==> src/rtl/servo_pkg.sv <==
// Shared types and constants for the four-channel servo sequencer.
package servo_pkg;

  typedef logic [7:0] angle_t;

  localparam angle_t ANGLE_MAX  = 8'd180;
  localparam angle_t ANGLE_HOME = 8'd90;

  typedef enum logic [1:0] {
    IDLE  = 2'd0,
    LOAD  = 2'd1,
    PULSE = 2'd2,
    GAP   = 2'd3
  } state_e;

  function automatic angle_t clamp_angle(input angle_t a);
    angle_t r;
    if (a > ANGLE_MAX) begin
      r = ANGLE_MAX;
    end else begin
      r = a;
    end
    return r;
  endfunction

endpackage

==> src/rtl/servo_sequencer_if.sv <==
// Control/status bundle of the servo sequencer: the controller is the master, the sequencer the slave.
interface servo_sequencer_if;
  import servo_pkg::*;

  logic       enable;
  angle_t     target_angle1;
  angle_t     target_angle2;
  angle_t     target_angle3;
  angle_t     target_angle4;
  logic [3:0] pwm;
  angle_t     cur_angle1;
  angle_t     cur_angle2;
  angle_t     cur_angle3;
  angle_t     cur_angle4;
  logic [3:0] at_target;
  logic       frame_tick;

  modport master (
    output enable, target_angle1, target_angle2, target_angle3, target_angle4,
    input  pwm, cur_angle1, cur_angle2, cur_angle3, cur_angle4, at_target, frame_tick
  );

  modport slave (
    input  enable, target_angle1, target_angle2, target_angle3, target_angle4,
    output pwm, cur_angle1, cur_angle2, cur_angle3, cur_angle4, at_target, frame_tick
  );

endinterface

==> src/rtl/servo_slew_step.sv <==
// One slew step: moves cur toward target by at most step, never past it.
module servo_slew_step
  import servo_pkg::*;
(
  input  angle_t cur,
  input  angle_t target,
  input  angle_t step,
  output angle_t next_angle
);

  angle_t diff_s;

  // min(step, |target - cur|) applied in the direction of the target
  always_comb begin
    diff_s     = 8'd0;
    next_angle = cur;
    if (target > cur) begin
      diff_s     = target - cur;
      next_angle = (diff_s > step) ? cur + step : target;
    end else if (cur > target) begin
      diff_s     = cur - target;
      next_angle = (diff_s > step) ? cur - step : target;
    end else begin
      next_angle = cur;
    end
  end

endmodule

==> src/rtl/servo_sequencer.sv <==
// Four-channel RC servo pulse sequencer, one channel per slot, four slots per frame.
// Optional slew limiting is enabled by defining SERVO_SLEW_EN.
module servo_sequencer
  import servo_pkg::*;
#(
  parameter int CYC_PER_US = 50,
  parameter int SLOT_US    = 5000,
  parameter int BASE_US    = 500,
  parameter int US_PER_DEG = 11,
  parameter int STEP_DEG   = 1
) (
  input  logic              clk,
  input  logic              rst_n,
  servo_sequencer_if.slave  bus
);

  localparam int SLOT_CYC = SLOT_US * CYC_PER_US;
  localparam int CNT_W    = ($clog2(SLOT_CYC + 1) > 18) ? $clog2(SLOT_CYC + 1) : 18;
  typedef logic [CNT_W-1:0] cnt_t;
  localparam cnt_t SLOT_LAST = cnt_t'(SLOT_CYC - 1);
  localparam cnt_t BASE_CYC  = cnt_t'(BASE_US * CYC_PER_US);
  localparam cnt_t DEG_CYC   = cnt_t'(US_PER_DEG * CYC_PER_US);
  localparam cnt_t CNT_ONE   = cnt_t'(1);
  localparam cnt_t CNT_ZERO  = cnt_t'(0);

`ifdef SERVO_SLEW_EN
  localparam angle_t STEP = angle_t'(STEP_DEG);
`else
  // All-ones step covers any clamped difference, so LOAD copies the target outright
  localparam angle_t STEP = angle_t'(STEP_DEG) | 8'hFF;
`endif

  state_e     state_q, state_d;
  logic [1:0] ch_q, ch_d;
  cnt_t       cnt_q, cnt_d;
  cnt_t       w_q, w_d;
  angle_t     cur_q [4];
  angle_t     cur_d [4];
  logic [3:0] pwm_q, pwm_d;
  logic       frame_tick_q, frame_tick_d;
  angle_t     tgt_s [4];
  angle_t     slew_next_s;

  assign tgt_s[0] = clamp_angle(bus.target_angle1);
  assign tgt_s[1] = clamp_angle(bus.target_angle2);
  assign tgt_s[2] = clamp_angle(bus.target_angle3);
  assign tgt_s[3] = clamp_angle(bus.target_angle4);

  servo_slew_step u_slew (
    .cur        (cur_q[ch_q]),
    .target     (tgt_s[ch_q]),
    .step       (STEP),
    .next_angle (slew_next_s)
  );

  // Next-state logic; the counter runs from PULSE entry to the end of GAP
  always_comb begin
    state_d      = state_q;
    ch_d         = ch_q;
    cnt_d        = cnt_q;
    w_d          = w_q;
    cur_d        = cur_q;
    pwm_d        = 4'b0000;
    frame_tick_d = 1'b0;
    case (state_q)
      IDLE: begin
        cnt_d = CNT_ZERO;
        if (bus.enable) begin
          state_d = LOAD;
          ch_d    = 2'd0;
        end else begin
          state_d = IDLE;
        end
      end
      LOAD: begin
        cur_d[ch_q] = slew_next_s;
        w_d         = BASE_CYC + cnt_t'(slew_next_s) * DEG_CYC;
        cnt_d       = CNT_ZERO;
        state_d     = PULSE;
      end
      PULSE: begin
        cnt_d = cnt_q + CNT_ONE;
        if ((cnt_q + CNT_ONE) >= w_q) begin
          state_d = GAP;
        end else begin
          state_d = PULSE;
        end
      end
      GAP: begin
        cnt_d = cnt_q + CNT_ONE;
        if (cnt_q >= SLOT_LAST) begin
          cnt_d   = CNT_ZERO;
          ch_d    = ch_q + 2'd1;
          state_d = bus.enable ? LOAD : IDLE;
        end else begin
          state_d = GAP;
        end
      end
      default: begin
        state_d = IDLE;
        ch_d    = 2'd0;
        cnt_d   = CNT_ZERO;
      end
    endcase
    pwm_d        = (state_d == PULSE) ? (4'b0001 << ch_d) : 4'b0000;
    frame_tick_d = (state_d == LOAD) && (ch_d == 2'd0);
  end

  // State and output registers; reset parks every servo at home
  always_ff @(posedge clk or negedge rst_n) begin
    if (!rst_n) begin
      state_q      <= IDLE;
      ch_q         <= 2'd0;
      cnt_q        <= CNT_ZERO;
      w_q          <= CNT_ZERO;
      pwm_q        <= 4'b0000;
      frame_tick_q <= 1'b0;
      for (int i = 0; i < 4; i++) begin
        cur_q[i] <= ANGLE_HOME;
      end
    end else begin
      state_q      <= state_d;
      ch_q         <= ch_d;
      cnt_q        <= cnt_d;
      w_q          <= w_d;
      pwm_q        <= pwm_d;
      frame_tick_q <= frame_tick_d;
      cur_q        <= cur_d;
    end
  end

  assign bus.pwm        = pwm_q;
  assign bus.frame_tick = frame_tick_q;
  assign bus.cur_angle1 = cur_q[0];
  assign bus.cur_angle2 = cur_q[1];
  assign bus.cur_angle3 = cur_q[2];
  assign bus.cur_angle4 = cur_q[3];
  assign bus.at_target  = {cur_q[3] == tgt_s[3], cur_q[2] == tgt_s[2],
                           cur_q[1] == tgt_s[1], cur_q[0] == tgt_s[0]};

endmodule

==> src/flat_wrapper.sv <==
// flat-port wrapper written by rule: the top's interface ports become plain ports
module servo_sequencer_flat import servo_pkg::*;
#(
  parameter int CYC_PER_US = 50,
  parameter int SLOT_US    = 5000,
  parameter int BASE_US    = 500,
  parameter int US_PER_DEG = 11,
  parameter int STEP_DEG   = 1
)
  (clk, rst_n, bus_enable, bus_target_angle1, bus_target_angle2, bus_target_angle3, bus_target_angle4, bus_pwm, bus_cur_angle1, bus_cur_angle2, bus_cur_angle3, bus_cur_angle4, bus_at_target, bus_frame_tick);
  servo_sequencer_if bus_i ();
  input  logic clk;
  input  logic rst_n;
  input wire logic [$bits(bus_i.enable)-1:0] bus_enable;
  input wire logic [$bits(bus_i.target_angle1)-1:0] bus_target_angle1;
  input wire logic [$bits(bus_i.target_angle2)-1:0] bus_target_angle2;
  input wire logic [$bits(bus_i.target_angle3)-1:0] bus_target_angle3;
  input wire logic [$bits(bus_i.target_angle4)-1:0] bus_target_angle4;
  output wire logic [$bits(bus_i.pwm)-1:0] bus_pwm;
  output wire logic [$bits(bus_i.cur_angle1)-1:0] bus_cur_angle1;
  output wire logic [$bits(bus_i.cur_angle2)-1:0] bus_cur_angle2;
  output wire logic [$bits(bus_i.cur_angle3)-1:0] bus_cur_angle3;
  output wire logic [$bits(bus_i.cur_angle4)-1:0] bus_cur_angle4;
  output wire logic [$bits(bus_i.at_target)-1:0] bus_at_target;
  output wire logic [$bits(bus_i.frame_tick)-1:0] bus_frame_tick;
  assign bus_i.enable = bus_enable;
  assign bus_i.target_angle1 = bus_target_angle1;
  assign bus_i.target_angle2 = bus_target_angle2;
  assign bus_i.target_angle3 = bus_target_angle3;
  assign bus_i.target_angle4 = bus_target_angle4;
  assign bus_pwm = bus_i.pwm;
  assign bus_cur_angle1 = bus_i.cur_angle1;
  assign bus_cur_angle2 = bus_i.cur_angle2;
  assign bus_cur_angle3 = bus_i.cur_angle3;
  assign bus_cur_angle4 = bus_i.cur_angle4;
  assign bus_at_target = bus_i.at_target;
  assign bus_frame_tick = bus_i.frame_tick;
  servo_sequencer #(.CYC_PER_US(CYC_PER_US), .SLOT_US(SLOT_US), .BASE_US(BASE_US), .US_PER_DEG(US_PER_DEG), .STEP_DEG(STEP_DEG)) u_core (.clk(clk), .rst_n(rst_n), .bus(bus_i));
endmodule
==> config.mk <==
export PLATFORM = sky130hd
export DESIGN_NAME = servo_sequencer_flat
export DESIGN_NICKNAME = d
export VERILOG_FILES = /design/src/rtl/servo_pkg.sv /design/src/rtl/servo_sequencer_if.sv /design/src/rtl/servo_slew_step.sv /design/src/rtl/servo_sequencer.sv /design/src/flat_wrapper.sv
export SDC_FILE = /design/constraint.sdc
export NUM_CORES = 1
export LEC_CHECK = 0
export ABC_AREA = 1
export BUFFER_PORTS_ARGS = -buffer_cell sky130_fd_sc_hd__buf_4
export CORE_MARGIN = 2
export CORE_UTILIZATION = 40
export DETAILED_ROUTE_END_ITERATION = 6
export GPL_TIMING_DRIVEN = 0
export SYNTH_ARGS = -nofsm -noshare
export SYNTH_HDL_FRONTEND = slang
export SYNTH_SLANG_ARGS = --single-unit
==> constraint.sdc <==
create_clock -name clk -period 9.3 [get_ports clk]
set_clock_uncertainty 0.2 [all_clocks]
set_input_delay 1.86 -clock clk [delete_from_list [all_inputs] [get_ports clk]]
set_output_delay 1.86 -clock clk [all_outputs]
set_load 0.02 [all_outputs]
==> flow_summary.ini, run 1 <==
[critical_path]
crit_path_max_fanout = 10
path_class = in2reg
crit_arrival_ns = 8.01
end_kind = flop
crit_top_cell = nand2_1
cp-start-kind = input port
crit_buf_inv = 7
cp.required_ns = 9.33
cp_top_family = simple AND/OR/NAND/NOR gates
max_stage_delay_ns = 0.72
cpMaxStageDelayCell = a21boi_0

[synth]
synth_edf_count = 0
synthCells = 1004
synth_cell_types = 49
synth_area_um2 = 6989
async_flop_share = 1.000
yosysWarnings = 0
ys.flop_type = dfrtp_1
ys_seq_elements = 76
synth_nets = 1126
ys_seq_area_frac = 0.2750
avgSynthCellArea_um2 = 6.961

[clocking]
htree_levels = 3
numCtsBuffers = 9
cts_post_setup_buffers_inserted = 0
clock_sinks = 76
clkTransAtPathRegs_ns = 0.06
cts_tree = built
cts_buffer_depth = 2
cts-root-buf = clkbuf_16
clock_latency_ns = 0.34
cts_resized = 0
cts-hold-fix-buffers = 0

[routing]
top_layer_used = met4
drt-initial-drc-count = 346
wl_um = 19160
postRouteAntennaNets = 0
via_count = 6548
viasPerCell = 4.964
drc_errors = 0
wl_met2_um = 8621
drt-met1-wl_um = 8770
drt-pass1-iter-count = 5
wl_per_cell_um = 14.52
wl_met3_um = 990

[die]
row_count = 48
die_area_um2 = 18550
pin_count = 76
start_util = 0.4069
die_w_um = 136.2
die_y_um = 136.2
core_um2 = 17180

[timing]
fmax_ghz = 0.1253
relSlewSlack = 0.3284
setup-violations-final = 0
finalCriticalPeriod_ns = 7.983
period_share = 0.8584
rsz0062_at_grt = false
timing.final.hold_violations = 0
tightest_slew_ns = 1.007
tns_ns = 0
maxSlewViolCount = 0
holdWs_ns = 0.2787
timing.final.ws_setup_ns = 1.317

[place]
hpwlAfterDp_um = 15390
port_buffers = 75
place_congestion = 0.9508
pre_cts_slack_ns = 0.9396

[grt]
grt_overflow_total = 0
grt_max_degree = 77
track_usage = 0.2123
antenna_found_initial = 0
grt_pass1_wl_um = 30680
grt_pass1_vias = 6309

[finish]
diodes = 0
area_growth_pct = 16.60
nets = 1212
fill_cells = 1787
layout-drive-gt1-share = 0.1563

[worst_hold_path]
hold_class = reg2reg

[flow_run]
maxCapViolations = 0

[outcome]
outcome = completed
worst register-to-register path: cells and delay by family, from the launching register on:
| family | cells | cell delay (ns) |
|---|---|---|
| AND/OR/NAND/NOR | 22 | 2.26 |
| AO/OA/AOI/OAI | 2 | 0.94 |
| flip-flops | 1 | 0.46 |
| buffers and inverters | 7 | 0.91 |
| adder cells (fa/ha/maj) | 6 | 2.16 |
layout by cell type, fill, tap and decap left out, types with 16 or more instances in the layout:
cell     count
a21oi_1     28
buf_4       80
dfrtp_1     60
dfstp_2     16
ha_1        81
inv_1      169
nand2_1    286
nand3_1     63
nor2_1      86
o21ai_0     37
xor2_1      27
worst paths after layout:
| path | slack [ns] | cells after the start | end | start |
|---|---|---|---|---|
| max | 1.32 | 41 | u_core.w_q[17] | bus_target_angle4[0] |
| min | 0.28 | 2 | u_core.bus.cur_angle1[4] | u_core.bus.cur_angle1[4] |
| max reg2reg | 2.27 | 37 | u_core.w_q[17] | u_core.ch_q[0] |
| min reg2reg | 0.28 | 2 | u_core.bus.cur_angle1[4] | u_core.bus.cur_angle1[4] |
| max in group asynchronous | 6.77 | 1 | u_core.w_q[13] | rst_n |
| min in group asynchronous | 1.47 | 1 | u_core.bus.cur_angle2[2] | rst_n |
logic make-up (layout without fill, tap and decap cells):
family | Yosys count | after routing | synth area share
and+or+nand+nor | 496 | 496 | 0.3090
buffers and inverters | 199 | 289 | 0.1114
AOI/OAI and AO/OA | 112 | 112 | 0.09882
adders and majority gates | 87 | 87 | 0.1622
DFF | 76 | 76 | 0.2750
xor gates and xnor gates | 34 | 34 | 0.04368
routing by layer:
metal	GRT usage	vias up
li1	-	3348
met1	0.2784	2982
met2	0.3473	170
met3	0.02946	48
met4	0.09491	0
met5	0	-
layout make-up:
cell class,instances,area (um^2),share of cell area
multi-input cells,729,4289,0.5263
flip-flops and latches,76,1922,0.2358
inverters,184,690.7,0.08475
repair buffers,75,563.0,0.06909
well taps,225,281.5,0.03455
clock buffers,9,225.2,0.02764
clock inverters,6,90.09,0.01105
plain buffers,15,87.58,0.01075
sequential cells by signal, summed over array words and instances, names as in the netlist:
| register | flops |
|---|---|
| u_core.bus.cur_angle3 | 8 |
| u_core.state_q | 2 |
| u_core.w_q | 17 |
| u_core.ch_q | 2 |
| u_core.bus.pwm | 4 |
| u_core.bus.cur_angle1 | 8 |
| u_core.bus.cur_angle4 | 8 |
| u_core.bus.cur_angle2 | 8 |
| u_core.bus.frame_tick | 1 |
| u_core.cnt_q | 18 |
synth_stat cells (all sizes together), types with 2 or more instances:
library cell / count / area share
a32oi: 9 / 0.012
a21oi: 28 / 0.020
nand3b: 4 / 0.0061
dfrtp: 60 / 0.21
a21boi: 3 / 0.0032
nor2: 95 / 0.057
dfstp: 16 / 0.060
xor2: 28 / 0.036
o21bai: 2 / 0.0021
clkbuf: 5 / 0.0027
nor3: 7 / 0.0057
nand2: 295 / 0.16
o211ai: 8 / 0.0086
nand3: 65 / 0.048
a31oi: 4 / 0.0036
o2111ai: 2 / 0.0025
ha: 81 / 0.15
buf: 10 / 0.0098
nand4: 16 / 0.016
nor4: 3 / 0.0045
inv: 183 / 0.098
or2: 10 / 0.0090
fa: 6 / 0.017
xnor2: 6 / 0.0075
o21ai: 52 / 0.040
per-stage QoR:
step                      cells  utilization  area [um^2]
after floorplan            1004            -         6989
after global placement     1304       0.4561         7834
after detailed placement   1304       0.4561         7834
after CTS                  1319       0.4744         8149
after global routing       1319       0.4744         8149
final                      1319       0.4744         8149
Power of run 1 is not shown: default switching activity piles up to over one toggle a cycle in this logic, so the estimate is an artifact.
==> inputs of run 2 (changes only) <==
clock period = 6.52 ns   (was 9.3 ns; I/O delays follow)
==> flow_summary.ini, run 2 (synthesis results as in run 1) <==
[outcome]
outcome = completed

[clocking]
clkTransAtPathRegs_ns = 0.07
numCtsBuffers = 9
cts_buffer_depth = 2
clock_latency_ns = 0.35
htree_levels = 3
cts_tree = built
clock_sinks = 76
cts-root-buf = clkbuf_16
cts-hold-fix-buffers = 0

[worst_hold_path]
holdPathStages = 2
hold_class = reg2reg

[critical_path]
max_stage_delay_ns = 0.53
crit_path_max_fanout = 7
reg2regPathDepth = 35
crit_buf_inv = 9
cp.depth = 37
end_kind = flop
path_class = in2reg
cp.required_ns = 6.54
cp-start-kind = input port
cpMaxStageDelayCell = fa_1
cp_top_family = adder cells
crit_top_cell = nand2_1
crit_arrival_ns = 6.42

[die]
die_y_um = 136.2
row_count = 48
die_w_um = 136.2
pin_count = 76
core_um2 = 17180
die_area_um2 = 18550
start_util = 0.4069

[finish]
diodes = 0
final_common_cell = nand2_1
largest_register = u_core.cnt_q
reg_top3 = u_core.cnt_q (18), u_core.w_q (17)
area_growth_pct = 27.93
layout-drive-gt1-share = 0.2782
layout_common_cells = nand2_1 (247), inv_1 (154), buf_4 (106)
nets = 1244
largest_register_ffs = 18
fill_cells = 1753

[routing]
viasPerCell = 5.022
drc_errors = 0
drt-initial-drc-count = 343
via_count = 6780
drt-pass1-iter-count = 5
wl_per_cell_um = 14.98
postRouteAntennaNets = 0
wl_um = 20230

[timing]
maxSlewViolCount = 0
relSlewSlack = 0.3275
holdWs_ns = 0.2761
period_share = 0.9808
tightest_slew_ns = 1.009
timing.final.hold_violations = 0
rsz0062_at_grt = true
setup-violations-final = 0
finalCriticalPeriod_ns = 6.395
fmax_ghz = 0.1564

[grt]
grt_max_degree = 77
grt_overflow_total = 0
grt_pass1_vias = 6457
antenna_found_initial = 0
track_usage = 0.2194
grt_pass1_wl_um = 31890

[place]
hpwlAfterDp_um = 15430
place_congestion = 0.9317
port_buffers = 75

[flow_run]
maxCapViolations = 0
## run 2: worst min-delay path: cells and delay by family (launching register included)
kind	cells	cell delay [ns]
flip-flops	1	0.35
AND/OR/NAND/NOR	2	0.09
## run 2: through the flow
| step | cell area, um^2 | setup slack, ns | utilization | setup TNS [ns] | std cells |
|---|---|---|---|---|---|
| detailed placement | 7843 | -1.006 | 0.4566 | -8.276 | 1304 |
| floorplan | 6998 | 0.02790 | - | 0 | 1004 |
| global route | 8941 | -0.1475 | 0.5205 | -0.7101 | 1350 |
| CTS | 8309 | 0.01362 | 0.4838 | 0 | 1326 |
| global placement | 7843 | -0.9578 | 0.4566 | -7.758 | 1304 |
| finish | 8941 | 0.1255 | 0.5205 | 0 | 1350 |
## run 2: final timing paths
check | startpoint | endpoint | slack, ns
min in group asynchronous | rst_n | u_core.bus.cur_angle1[5] | 0.90
max in group asynchronous | rst_n | u_core.w_q[10] | 4.54
setup reg to reg | u_core.ch_q[0] | u_core.w_q[15] | 0.52
hold / removal | u_core.w_q[17] | u_core.w_q[17] | 0.28
setup / recovery | bus_target_angle4[0] | u_core.w_q[15] | 0.13
hold reg to reg | u_core.w_q[17] | u_core.w_q[17] | 0.28
## run 2: per-layer routing
| metal | wire length (um) | global-route usage |
|---|---|---|
| met1 | 9079 | 0.2908 |
| met2 | 9559 | 0.3599 |
| met3 | 948 | 0.03057 |
| met4 | 638 | 0.08854 |
| met5 | 0 | 0 |
## run 2: what timing repair did
item / 4_1_cts / 5_1_grt
setup buffers: 8 / 24
gates resized for setup: 36 / 116
hold endpoints to repair: 0 / 0
pin swaps: 8 / 64
endpoints found under the setup margin: 10 / 10
## run 2: cell type report
type,count,area [um^2],area share
Buffer,15,87.58,0.009796
Clock buffer,9,225.2,0.02519
Clock inverter,5,31.28,0.003498
Sequential cell,76,1922,0.2149
Timing Repair Buffer,107,834.6,0.09334
Tap cell,225,281.5,0.03149
Multi-Input combinational cell,729,4858,0.5434
Inverter,184,700.7,0.07837
Power of run 2 is left out for the same reason.
==> inputs of run 3 (changes only) <==
MAX_ROUTING_LAYER = met4   (was not set)
==> flow_summary.ini, run 3 (synthesis results as in run 1) <==
[timing]
period_share = 0.9758
rsz0062_at_grt = true
holdWs_ns = 0.2755
timing.final.hold_violations = 0
tightest_slew_ns = 1.028
finalCriticalPeriod_ns = 6.362
relSlewSlack = 0.3148
maxSlewViolCount = 0
setup-violations-final = 0
fmax_ghz = 0.1572

[die]
pin_count = 76
start_util = 0.4069
row_count = 48
core_um2 = 17180
die_area_um2 = 18550
die_w_um = 136.2
die_y_um = 136.2

[critical_path]
timing.rr.start = u_core.ch_q[0]
crit_arrival_ns = 6.39
crit_top_cell = nand2_1
end_kind = flop
crit_path_max_fanout = 7
reg2regPathDepth = 35
cp.required_ns = 6.54
cpMaxStageDelayCell = fa_1
cp-start-kind = input port
r2r_slack_ns = 0.53
rr_endpoint = u_core.w_q[15]
crit_buf_inv = 7
cp_top_family = adder cells
path_class = in2reg
max_stage_delay_ns = 0.53

[grt]
grt_pass1_wl_um = 31860
antenna_found_initial = 0
grt_max_degree = 77
grt_pass1_vias = 6445
track_usage = 0.2258
grt_overflow_total = 0

[clocking]
numCtsBuffers = 9
htree_levels = 3
clock_sinks = 76
cts_buffer_depth = 2
cts_tree = built
clock_latency_ns = 0.35
cts-root-buf = clkbuf_16
clkTransAtPathRegs_ns = 0.07

[routing]
drc_errors = 0
wl_per_cell_um = 15.04
wl_um = 20300
via_count = 6803
drt-initial-drc-count = 364
viasPerCell = 5.039
drt-pass1-iter-count = 6
postRouteAntennaNets = 0

[finish]
fill_cells = 1753
final_common_cell = nand2_1
diodes = 0
reg_top3 = u_core.cnt_q (18), u_core.w_q (17)
utilization = 0.5205
multiInputGateArea_um2 = 4858
largest_register = u_core.cnt_q
seq_area_um2 = 1922
layout-drive-gt1-share = 0.2782
area_growth_pct = 27.93
nets = 1244
largest_register_ffs = 18
layout_common_cells = nand2_1 (247), inv_1 (154), buf_4 (106)

[worst_hold_path]
min_from = u_core.w_q[17]
whs_endpoint = u_core.w_q[17]
holdPathStages = 2
hold_class = reg2reg

[place]
hpwlAfterDp_um = 15430
port_buffers = 75
place_congestion = 0.9483

[outcome]
outcome = completed

[flow_run]
maxCapViolations = 0
-- run 3: cell counts in the layout (fill, tap and decap cells not counted) --
Identical to the previous run, type by type.
-- run 3: per-stage QoR --
stage | setup WS (ns) | cell area [um^2] | cells | TNS (ns)
floorplan | 0.02790 | 6998 | 1004 | 0
global placement | -0.9578 | 7843 | 1304 | -7.758
detailed placement | -1.006 | 7843 | 1304 | -8.276
CTS | 0.01362 | 8309 | 1326 | 0
global route | -0.1451 | 8941 | 1350 | -0.6957
finish | 0.1580 | 8941 | 1350 | 0
-- run 3: cell type report --
cell class                 instances  area share
multi-input combinational        729      0.5434
sequential                        76      0.2149
clock buffer                       9     0.02519
inverter                         184     0.07837
timing repair buffer             107     0.09334
tap                              225     0.03149
clock inverter                     5    0.003498
buffer                            15    0.009796
-- run 3: tightest hold or removal path, stage by stage (launching register included) --
cell	delay [ns]
dfrtp_1	0.35
nand2_1	0.05
nand2_1	0.04
-- run 3: timing repair --
action | 4_1_cts | 5_1_grt
pin swaps | 8 | 64
gates resized for setup | 36 | 116
endpoints found under the setup margin | 10 | 10
setup buffers | 8 | 24
hold buffers | 0 | 0
-- run 3: metal layers --
layer | GRT usage | vias to the layer above | share of wire
met1 | 0.2899 | 3125 | 0.45
met3 | 0.03207 | 55 | 0.048
met4 | 0.09144 | 0 | 0.039
met5 | - | - | 0
met2 | 0.3585 | 203 | 0.47
li1 | - | 3420 | -
-- run 3: how the worst max path moves through the flow --
| stage | slack (ns) | depth (start not counted) | from | end |
|---|---|---|---|---|
| CTS | 0.01 | 42 | bus_target_angle3[0] | u_core.w_q[17] |
| detailed placement | -1.01 | 41 | bus_target_angle1[0] | u_core.w_q[17] |
| finish | 0.16 | 36 | bus_target_angle4[0] | u_core.w_q[15] |
| global placement | -0.96 | 41 | bus_target_angle1[0] | u_core.w_q[17] |
| global route | -0.15 | 38 | bus_target_angle2[0] | u_core.w_q[17] |
| floorplan | 0.03 | 42 | bus_target_angle1[0] | u_core.w_q[17] |
Power of run 3 is left out for the same reason.
